**src/rtl/branch_sequencer.sv**
```systemverilog
// Decode-stage branch resolver: waits for forwarded operands, redirects fetch on
// taken branches, issues $31 link writes and counts taken branches.
module branch_sequencer (
    input  logic        clk,
    input  logic        rst_n,
    input  logic        id_valid,
    input  logic        bgt,
    input  logic        beq,
    input  logic        blt,
    input  logic        rt_is_zero,
    input  logic        link_reg,
    input  logic [31:0] rs_val,
    input  logic [31:0] rt_val,
    input  logic        rs_ready,
    input  logic        rt_ready,
    input  logic [31:0] target_in,
    input  logic [31:0] pc_plus8,
    input  logic        if_ack,
    output logic        id_stall,
    output logic        redirect_valid,
    output logic [31:0] redirect_pc,
    output logic        link_we,
    output logic [31:0] link_data,
    output logic [15:0] taken_count
);

    typedef enum logic [1:0] {StIdle, StWaitOpnd, StRedirect} state_e;

    state_e      state_q, state_d;
    logic        bgt_q, beq_q, blt_q, rtz_q, link_q;
    logic [31:0] target_q, pc8_q;
    logic [31:0] redirect_pc_q, link_data_q;
    logic        link_we_q;
    logic [15:0] taken_count_q, taken_count_d;

    logic        in_wait;
    logic        eff_bgt, eff_beq, eff_blt, eff_rtz, eff_link;
    logic [31:0] eff_target, eff_pc8, b_val;
    logic        is_br, opnd_ready, taken, resolve, capture;

    // Decode flags come live in IDLE and from the latched copy while waiting for operands
    always_comb begin
        in_wait    = (state_q == StWaitOpnd);
        eff_bgt    = in_wait ? bgt_q    : bgt;
        eff_beq    = in_wait ? beq_q    : beq;
        eff_blt    = in_wait ? blt_q    : blt;
        eff_rtz    = in_wait ? rtz_q    : rt_is_zero;
        eff_link   = in_wait ? link_q   : link_reg;
        eff_target = in_wait ? target_q : target_in;
        eff_pc8    = in_wait ? pc8_q    : pc_plus8;
        is_br      = eff_bgt | eff_beq | eff_blt;
        opnd_ready = rs_ready & (rt_ready | eff_rtz);
        b_val      = eff_rtz ? 32'd0 : rt_val;
        taken      = (eff_bgt & ($signed(rs_val) >  $signed(b_val)))
                   | (eff_beq & ($signed(rs_val) == $signed(b_val)))
                   | (eff_blt & ($signed(rs_val) <  $signed(b_val)));
        // A flush (id_valid low) beats operand arrival in WAIT_OPND
        resolve    = id_valid & is_br & opnd_ready & ((state_q == StIdle) | in_wait);
        capture    = (state_q == StIdle) & id_valid & is_br & ~opnd_ready;
        taken_count_d = taken_count_q;
        if (resolve && taken && taken_count_q != 16'hFFFF) begin
            taken_count_d = taken_count_q + 16'd1;
        end
    end

    // State register
    always_ff @(posedge clk or negedge rst_n) begin
        if (!rst_n) begin
            state_q <= StIdle;
        end else begin
            state_q <= state_d;
        end
    end

    // Next-state logic
    always_comb begin
        state_d = state_q;
        unique case (state_q)
            StIdle: begin
                if (resolve) begin
                    state_d = taken ? StRedirect : StIdle;
                end else if (capture) begin
                    state_d = StWaitOpnd;
                end
            end
            StWaitOpnd: begin
                if (!id_valid) begin
                    state_d = StIdle;
                end else if (opnd_ready) begin
                    state_d = taken ? StRedirect : StIdle;
                end
            end
            StRedirect: begin
                if (if_ack) begin
                    state_d = StIdle;
                end
            end
            default: state_d = StIdle;
        endcase
    end

    // Outputs; stall is gated by reset so it reads low while rst_n is held
    always_comb begin
        id_stall       = 1'b0;
        redirect_valid = (state_q == StRedirect);
        unique case (state_q)
            StIdle:     id_stall = capture;
            StWaitOpnd: id_stall = ~opnd_ready & id_valid;
            StRedirect: id_stall = ~if_ack;
            default:    id_stall = 1'b0;
        endcase
        id_stall    = id_stall & rst_n;
        redirect_pc = redirect_pc_q;
        link_we     = link_we_q;
        link_data   = link_data_q;
        taken_count = taken_count_q;
    end

    // Latched branch context, resolution results and taken counter
    always_ff @(posedge clk or negedge rst_n) begin
        if (!rst_n) begin
            bgt_q         <= 1'b0;
            beq_q         <= 1'b0;
            blt_q         <= 1'b0;
            rtz_q         <= 1'b0;
            link_q        <= 1'b0;
            target_q      <= 32'd0;
            pc8_q         <= 32'd0;
            redirect_pc_q <= 32'd0;
            link_we_q     <= 1'b0;
            link_data_q   <= 32'd0;
            taken_count_q <= 16'd0;
        end else begin
            if (capture) begin
                bgt_q    <= bgt;
                beq_q    <= beq;
                blt_q    <= blt;
                rtz_q    <= rt_is_zero;
                link_q   <= link_reg;
                target_q <= target_in;
                pc8_q    <= pc_plus8;
            end
            if (resolve && taken) begin
                redirect_pc_q <= eff_target;
            end
            link_we_q <= resolve & eff_link;
            if (resolve && eff_link) begin
                link_data_q <= eff_pc8;
            end
            taken_count_q <= taken_count_d;
        end
    end

endmodule

```
**config.mk**
```make
export PLATFORM = sky130hd
export DESIGN_NAME = branch_sequencer
export DESIGN_NICKNAME = d
export VERILOG_FILES = /design/src/rtl/branch_sequencer.sv
export SDC_FILE = /design/constraint.sdc
export NUM_CORES = 1
export LEC_CHECK = 0
export ABC_AREA = 1
export BUFFER_PORTS_ARGS = -buffer_cell sky130_fd_sc_hd__buf_2
export CAP_MARGIN = 20
export CORE_MARGIN = 1
export CORE_UTILIZATION = 47
export DETAILED_ROUTE_END_ITERATION = 10
export PLACE_DENSITY_LB_ADDON = 0.2
export SETUP_SLACK_MARGIN = 0.2
export SYNTH_ARGS = -nofsm -noshare
export SYNTH_HDL_FRONTEND = slang
export SYNTH_SLANG_ARGS = --single-unit
```
**constraint.sdc**
```tcl
create_clock -name clk -period 3.25 [get_ports clk]
set_input_delay 0.65 -clock clk [delete_from_list [all_inputs] [get_ports clk]]
set_output_delay 0.65 -clock clk [all_outputs]
set_load 0.03 [all_outputs]
```
======== Word-level counts from Yosys, hierarchy flattened ========
Index checks and enable logic that the tools add are counted.
W data, S select, Z words.
word-level totals
  flip-flop bits (word level) ............. 152
  output and inout port bits .............. 83
  word-level logic and storage cells ...... 64
cells by class
  add/sub/neg operators ................... 1
  magnitude comparators ................... 2
  equality and inequality tests ........... 7
  multiplexer cells ....................... 16
  bitwise gates (word level) .............. 21
  reduce and logical (&&, ||, !) cells .... 5
operators with widths
  operator                 number
  $mux W32                 3
  $eq A32 B32 Y1           1
  $gt A32 B32 Y1           1
  $lt A32 B32 Y1           1
  $add A16 B1 Y16 const B  1
  $ne A16 B16 Y1 const B   1
  $and A1 B1 Y1            13
  $mux W2                  6
  $or A1 B1 Y1             6
  $pmux W2 S3              1
  $mux W1                  5
  $logic_and A1 B1 Y1      3
  $ne A3 B2 Y1 const B     1
  $ne A3 B3 Y1 const B     1
  $pmux W1 S3              1
  $reduce_and A3 Y1        1
  $eq A2 B1 Y1 const B     1
  $eq A2 B2 Y1 const B     1
  $logic_not A2 Y1         1
  $ne A2 B2 Y1 const B     1
  $not A1 Y1               2

======== Longest topological paths before layout ========
  word-level depth ........................ 11
  gate-level depth with buffers ........... 27
  depth with buffers taken out ............ 24

======== Worst setup path after synthesis ========
Ideal clock, no wire load.
  path type ............................... input to register
  start point ............................. in rt_is_zero
  end point ............................... reg redirect_pc_q[10] (netlist: redirect_pc[10])
  library setup time ...................... 0.130 ns
  arrival ................................. 3.005 ns
  data required time ...................... 3.120 ns
  slack ................................... 0.115 ns
  stages on the path ...................... 17
  cells stage by stage .................... nand2_1 -> o21ai_1 -> inv_1 -> clkbuf_1 -> nand2_1 -> ha_1 -> nand2_1 -> nor2_1 -> nand2_1 -> nor4_1 -> nor2_1 -> nand3_1 -> nand3_2 -> nand2_1 -> buf_4 -> clkbuf_1 -> o21ai_0
on the way
  word-level cells in the longest chain between the ends .. 7
  elaborated cells on any way between the ends .. 15
  classes of those cells .................. 2 x order compare; 1 x eq/ne; 2 x mux; 9 x bitwise; 1 x reduce/logical
RTL lines
  element                                           RTL line  source
  start: declaration                                10        input logic rt_is_zero,
  $mux W1 *                                         47        eff_rtz = in_wait ? rtz_q : rt_is_zero;
  $mux W32                                          53        b_val = eff_rtz ? 32'd0 : rt_val;
  $gt A32 B32 Y1 or $eq A32 B32 Y1 (tied branches)  54, 55
  $and A1 B1 Y1 (on tied branches)                  54, 55
  $or A1 B1 Y1                                      55        | (eff_beq & ($signed(rs_val) == $signed(b_val)))
  $or A1 B1 Y1                                      56        | (eff_blt & ($signed(rs_val) < $signed(b_val)));
  $logic_and A1 B1 Y1 *                             143       if (resolve && taken) begin
  end signal: assignment                            144       redirect_pc_q <= eff_target;
  end: declaration                                  32        logic [31:0] redirect_pc_q, link_data_q;
Every way passes the cells marked *; elsewhere a longest branch is shown, timed or not.
A chain may end at the register's enable or synchronous reset.

======== Worst setup path after layout ========
  start point ............................. reg state_q[1]
  end point ............................... reg redirect_pc_q[0] (netlist: redirect_pc[0])
on the way
  word-level cells in the longest chain between the ends .. 8
  elaborated cells on any way between the ends .. 25
  classes of those cells .................. 2 x order compare; 2 x eq/ne; 6 x mux; 13 x bitwise; 2 x reduce/logical
RTL lines
  element                                        RTL line    source
  start: declaration                             29          state_e state_q, state_d;
  start signal: assignment                       69          state_q <= StIdle;
  start signal: assignment                       71          state_q <= state_d;
  $eq A2 B1 Y1                                   43          in_wait = (state_q == StWaitOpnd);
  $mux W1 (on tied branches)                     47, 44, 45
  $mux W32 or $or A1 B1 Y1 (tied branches)       53, 51
  $gt A32 B32 Y1 (tied with other cells)         54          taken = (eff_bgt & ($signed(rs_val) > $signed(b_val)))
  $and A1 B1 Y1 (on tied branches)               54, 55, 58
  $or A1 B1 Y1 or $and A1 B1 Y1 (tied branches)  55, 58
  $or A1 B1 Y1 or $and A1 B1 Y1 (tied branches)  56, 58
  $logic_and A1 B1 Y1                            143
Several ways; a longest one is shown, not always the timed one.

==> impl.org <==
** GRT
- Entering global routing, the biggest net connects 153 pins.
- The initial antenna violation count is 1.
- For this run, global-route usage on met2 was measured as 0.369.
- Overflow left after global routing :: 0
- For met1 alone, demand over resource in global routing was 0.285.
- Number of global-route vias before repair :: 6001
- Global-route wire length before repair :: 29100 um
- Fraction of met3 tracks used by global routing :: 0.0549
- In this run the most used layer during global routing was met2.
- All-Layer GR Usage :: 0.225

** Drt
- Number of iterations in the first detailed-routing pass :: 4
- Aggregate routed wire length :: 20800 um
- Using the TritonRoute via totals, the vias-per-cell ratio works out to 5.04.
- Vias post-DR :: 6908
- Number of DRC violations after detailed-routing iteration 0 :: 342
- After detailed routing, the average wire length per cell comes to 15.2 um.
- Final routed DRC violation total :: 0
- The count of nets left with antenna violations once routing finished came out at 0.

** Timing
- Worst Tran Pin Value :: 0.844 ns
- Slew Limit Fails :: 0
- Final worst-path cycle share :: 0.929
- Adding up every negative setup slack in the final design gives 0 ns.
- Measured against its own limit, the worst slew margin works out to 0.437.
- Maximum clock skew at final layout :: 0.0167 ns
- Setup violations remaining at the end of the flow were counted as 0.
- Setup repair after global routing could not meet its margin everywhere.
- The number of endpoints with negative hold slack in the final report came to 0.
- Derived from the worst setup path, the maximum achievable clock frequency is 331 MHz.
- Across all setup checks in the final design, the least slack found is 0.232 ns.
- Clock period minus final worst setup slack :: 3.02 ns

** Finish
- Proportion of layout cells with a drive suffix above 1 :: 0.348
- The net count of the finished layout is 1313.
- Final standard cell count with taps included and fillers excluded :: 1370
- The repair_antennas step left the layout with diodes totalling 0.
- The area growth from synthesis to layout is 39.2%.

** Critical path
- Largest driver fanout on the critical path :: 8
- Stage delay of the slowest cell on the critical path :: 0.45 ns
- Library cell contributing the largest single delay on the critical path :: sky130_fd_sc_hd__dfrtp_2
- Across all register-to-register paths, the minimum setup slack is 0.23 ns.
- The worst register-to-register path begins at state_q[1].
- WP data arrival :: 3.33 ns
- Reg-to-reg critical path endpoint :: redirect_pc[0]
- STA puts the critical path data required time at 3.56 ns.
- The critical path goes through nor2_4 > inv_4 > o21ai_4 > clkinv_4 > clkbuf_16 > nand2_1 > ha_1 > nand2_2 > nor2_4 > nand2_2 > inv_1 > nand2_1 > nand2_2 > nand2_2 > nand2_2 > nand2_2 > nand3_2 > nand3_4 > nand2_8 > clkbuf_16 > nand2_4 > o21ai_2.
- Path depth of the worst reg2reg path :: 22
- STA classifies the critical path startpoint as a register.
- Nature of the critical path endpoint :: register
- Total buffers and inverters traversed by the critical path :: 5
- Worst path top cell family by delay :: simple AND/OR/NAND/NOR gates
- By startpoint and endpoint, the worst setup path is classified as reg2reg.
- Cell with the most instances on the worst path :: sky130_fd_sc_hd__nand2_2

** Yosys
- Post-Synthesis Cell Area :: 7580 sq um
- Count of synthesis-stage warnings from yosys :: 0
- In the synthesized netlist the dominant register cell turns out to be sky130_fd_sc_hd__dfrtp_1.
- Synthesis inferred 152 register bits.
- In the synthesized netlist the async set-or-reset flop fraction comes to 1.00.
- The share of the Yosys chip area taken by registers is 0.502.
- Number of distinct standard cells referenced by the synthesized netlist :: 29
- Counting flops with a built-in enable in the synthesized netlist gives 0.
- Post-synthesis average cell area :: 8.22 sq um
- Number of cells produced by synthesis :: 922
- Counting every net in the synthesized netlist gives 1094.

** Floorplanning
- Area enclosed by the die boundary :: 16600 sq um
- Number of top-level pins :: 222
- For this configuration, the core starts out at a cell density of 0.479.
- Cell Rows :: 46
- Floorplan die width :: 129 um
- The die is 129 um tall.
- The floorplan step defined a core boundary enclosing 15800 sq um.

** Pwr
- PD cells :: 919 nW/um^2
- Of the total power, combinational logic draws 0.447.
- Of the total power, registers draw 0.329.
- IR analysis of the VDD net gives a maximum drop of 0.000467 V.
- The internal power of the cells totals 0.00565 W.
- Overall power after layout :: 0.00969 W
- Net switching share of the total power :: 0.417
- In this run the static leakage power is 5.38 nW.
- For this design the total switching power over the nets is 0.00404 W.
- Clock power frac :: 0.224

** Clock network
- Maximum level of the CTS H-tree :: 4
- The clock reaches the later pin of the worst-skew pair after 0.43 ns.
- Hold buffer count at cts :: 0
- TritonCTS built the clock tree.
- TritonCTS created 17 clock buffers.
- CTS placed an instance of sky130_fd_sc_hd__clkbuf_16 at the clock tree root.
- After clock tree synthesis, the clock-pin slew on the worst setup and hold paths is 0.06 ns.
- Counting along the longest clock path gives a buffer depth of 2.
- CTS saw 152 sinks.

** Placed design
- Hpwl dp :: 12100 um
- Before CTS, the worst setup slack after placement is 0.0698 ns.
- Including well taps, the total number of placed cells is 1325.
- Placer's final routability congestion estimate :: 0.824
- The count of buffers added on input and output ports is 221.

** Flow run
- Across the run, the number of max-cap violations was 0.

** Hold path
- Worst hold path type :: in2async

** Status
- Outcome :: finished clean
==> sequential cells by signal (all words and copies together) (netlist names) <==
name / count
link_data: 32
pc8_q: 32
redirect_pc: 32
target_q: 32
taken_count: 16
state_q: 2
beq_q: 1
bgt_q: 1
blt_q: 1
link_q: 1
link_we: 1
rtz_q: 1
==> layer usage <==
layer	wire, um	vias to the layer above
li1	-	3435
met1	8600	3237
met2	10600	197
met3	1140	37
met4	420	2
met5	14	-
==> logic make-up (layout without fill, tap and decap cells) <==
kind of cell | count (synthesis) | count (layout) | share of synthesized area
simple gates | 515 | 516 | 0.269
flops | 152 | 152 | 0.502
compound gates | 96 | 96 | 0.0707
buf+inv | 82 | 313 | 0.0474
fa+ha+maj | 33 | 33 | 0.0545
mux | 31 | 31 | 0.0410
xor+xnor | 13 | 13 | 0.0150
==> cell type report <==
cell class	instances	area [sq um]
Sequential cell	152	3800
Tap cell	216	270
Multi-Input combinational cell	689	4140
Inverter	34	135
Fill cell	1280	5280
Clock buffer	21	450
Clock inverter	11	195
Timing Repair Buffer	247	1550
==> placed cells by master (no fill, tap or decap), types with 13 or more instances in the layout <==
cell type / count
sky130_fd_sc_hd__nor2_1: 48
sky130_fd_sc_hd__o21ai_0: 13
sky130_fd_sc_hd__ha_4: 19
sky130_fd_sc_hd__o21ai_2: 17
sky130_fd_sc_hd__ha_1: 14
sky130_fd_sc_hd__a31oi_1: 33
sky130_fd_sc_hd__dfrtp_1: 151
sky130_fd_sc_hd__inv_1: 28
sky130_fd_sc_hd__clkbuf_16: 24
sky130_fd_sc_hd__mux2i_1: 31
sky130_fd_sc_hd__nand4_1: 21
sky130_fd_sc_hd__a21oi_2: 14
sky130_fd_sc_hd__nand2_1: 363
sky130_fd_sc_hd__buf_2: 219
sky130_fd_sc_hd__nand2_4: 22
sky130_fd_sc_hd__o21ai_1: 14
sky130_fd_sc_hd__nand2_2: 32
==> cell usage after synthesis (2+ instances only) <==
cell,instances,area [sq um]
sky130_fd_sc_hd__dfrtp_1,152,3800
sky130_fd_sc_hd__xor2_1,8,70.1
sky130_fd_sc_hd__buf_4,3,22.5
sky130_fd_sc_hd__a31oi_1,33,206
sky130_fd_sc_hd__inv_1,31,116
sky130_fd_sc_hd__mux2i_1,31,310
sky130_fd_sc_hd__buf_6,3,33.8
sky130_fd_sc_hd__nand2_1,418,1570
sky130_fd_sc_hd__nand4_1,21,131
sky130_fd_sc_hd__nand3_1,14,70.1
sky130_fd_sc_hd__ha_1,33,413
sky130_fd_sc_hd__o21a_1,2,15.0
sky130_fd_sc_hd__inv_2,3,11.3
sky130_fd_sc_hd__xnor2_1,5,43.8
sky130_fd_sc_hd__a21oi_1,14,70.1
sky130_fd_sc_hd__o21ai_0,42,210
sky130_fd_sc_hd__buf_2,14,70.1
sky130_fd_sc_hd__o21ai_1,3,15.0
sky130_fd_sc_hd__nor3_1,3,15.0
sky130_fd_sc_hd__nor4_1,4,25.0
sky130_fd_sc_hd__clkbuf_1,27,101
sky130_fd_sc_hd__nor2_1,51,191
==> how the worst max path moves through the flow <==
stage	startpoint	end	slack, ns	cells past startpoint
floorplan	rt_is_zero	redirect_pc[10]	0.22	17
CTS	state_q[0]	redirect_pc[21]	0.21	20
global route	state_q[1]	redirect_pc[11]	0.05	23
detailed placement	rt_is_zero	redirect_pc[29]	0.07	17
finish	state_q[1]	redirect_pc[0]	0.23	22
global placement	rt_is_zero	redirect_pc[19]	0.20	17
==> power by group through the flow <==
| stage | combinational (W) | clock (W) | sequential [W] |
|---|---|---|---|
| final | 0.00433 | 0.00217 | 0.00319 |
| after global routing | 0.00474 | 0.00227 | 0.00328 |
| after CTS | 0.00366 | 0.00220 | 0.00315 |
| after detailed placement | 0.00364 | 0 | 0.00316 |
| after global placement | 0.00356 | 0 | 0.00315 |
| after floorplan | 0.00177 | 0 | 0.00389 |
==> through the flow <==
step                hold WS (ns)   util  area [sq um]
finish                     0.315  0.666         10500
global route               0.428  0.666         10500
CTS                        0.418  0.607          9600
detailed placement         0.458  0.564          8930
global placement           0.453  0.564          8930
floorplan                  0.354      -          7580
==> repair_timing <==
action / 4_1_cts / 5_1_grt
resized for setup: 7 / 180
cloned: 0 / 12
setup endpoints to repair: 8 / 50
setup buffers: 0 / 1
hold endpoints to repair: 0 / 0
pin swaps: 0 / 39
No activity file was read; power rests on OpenSTA's default activity.
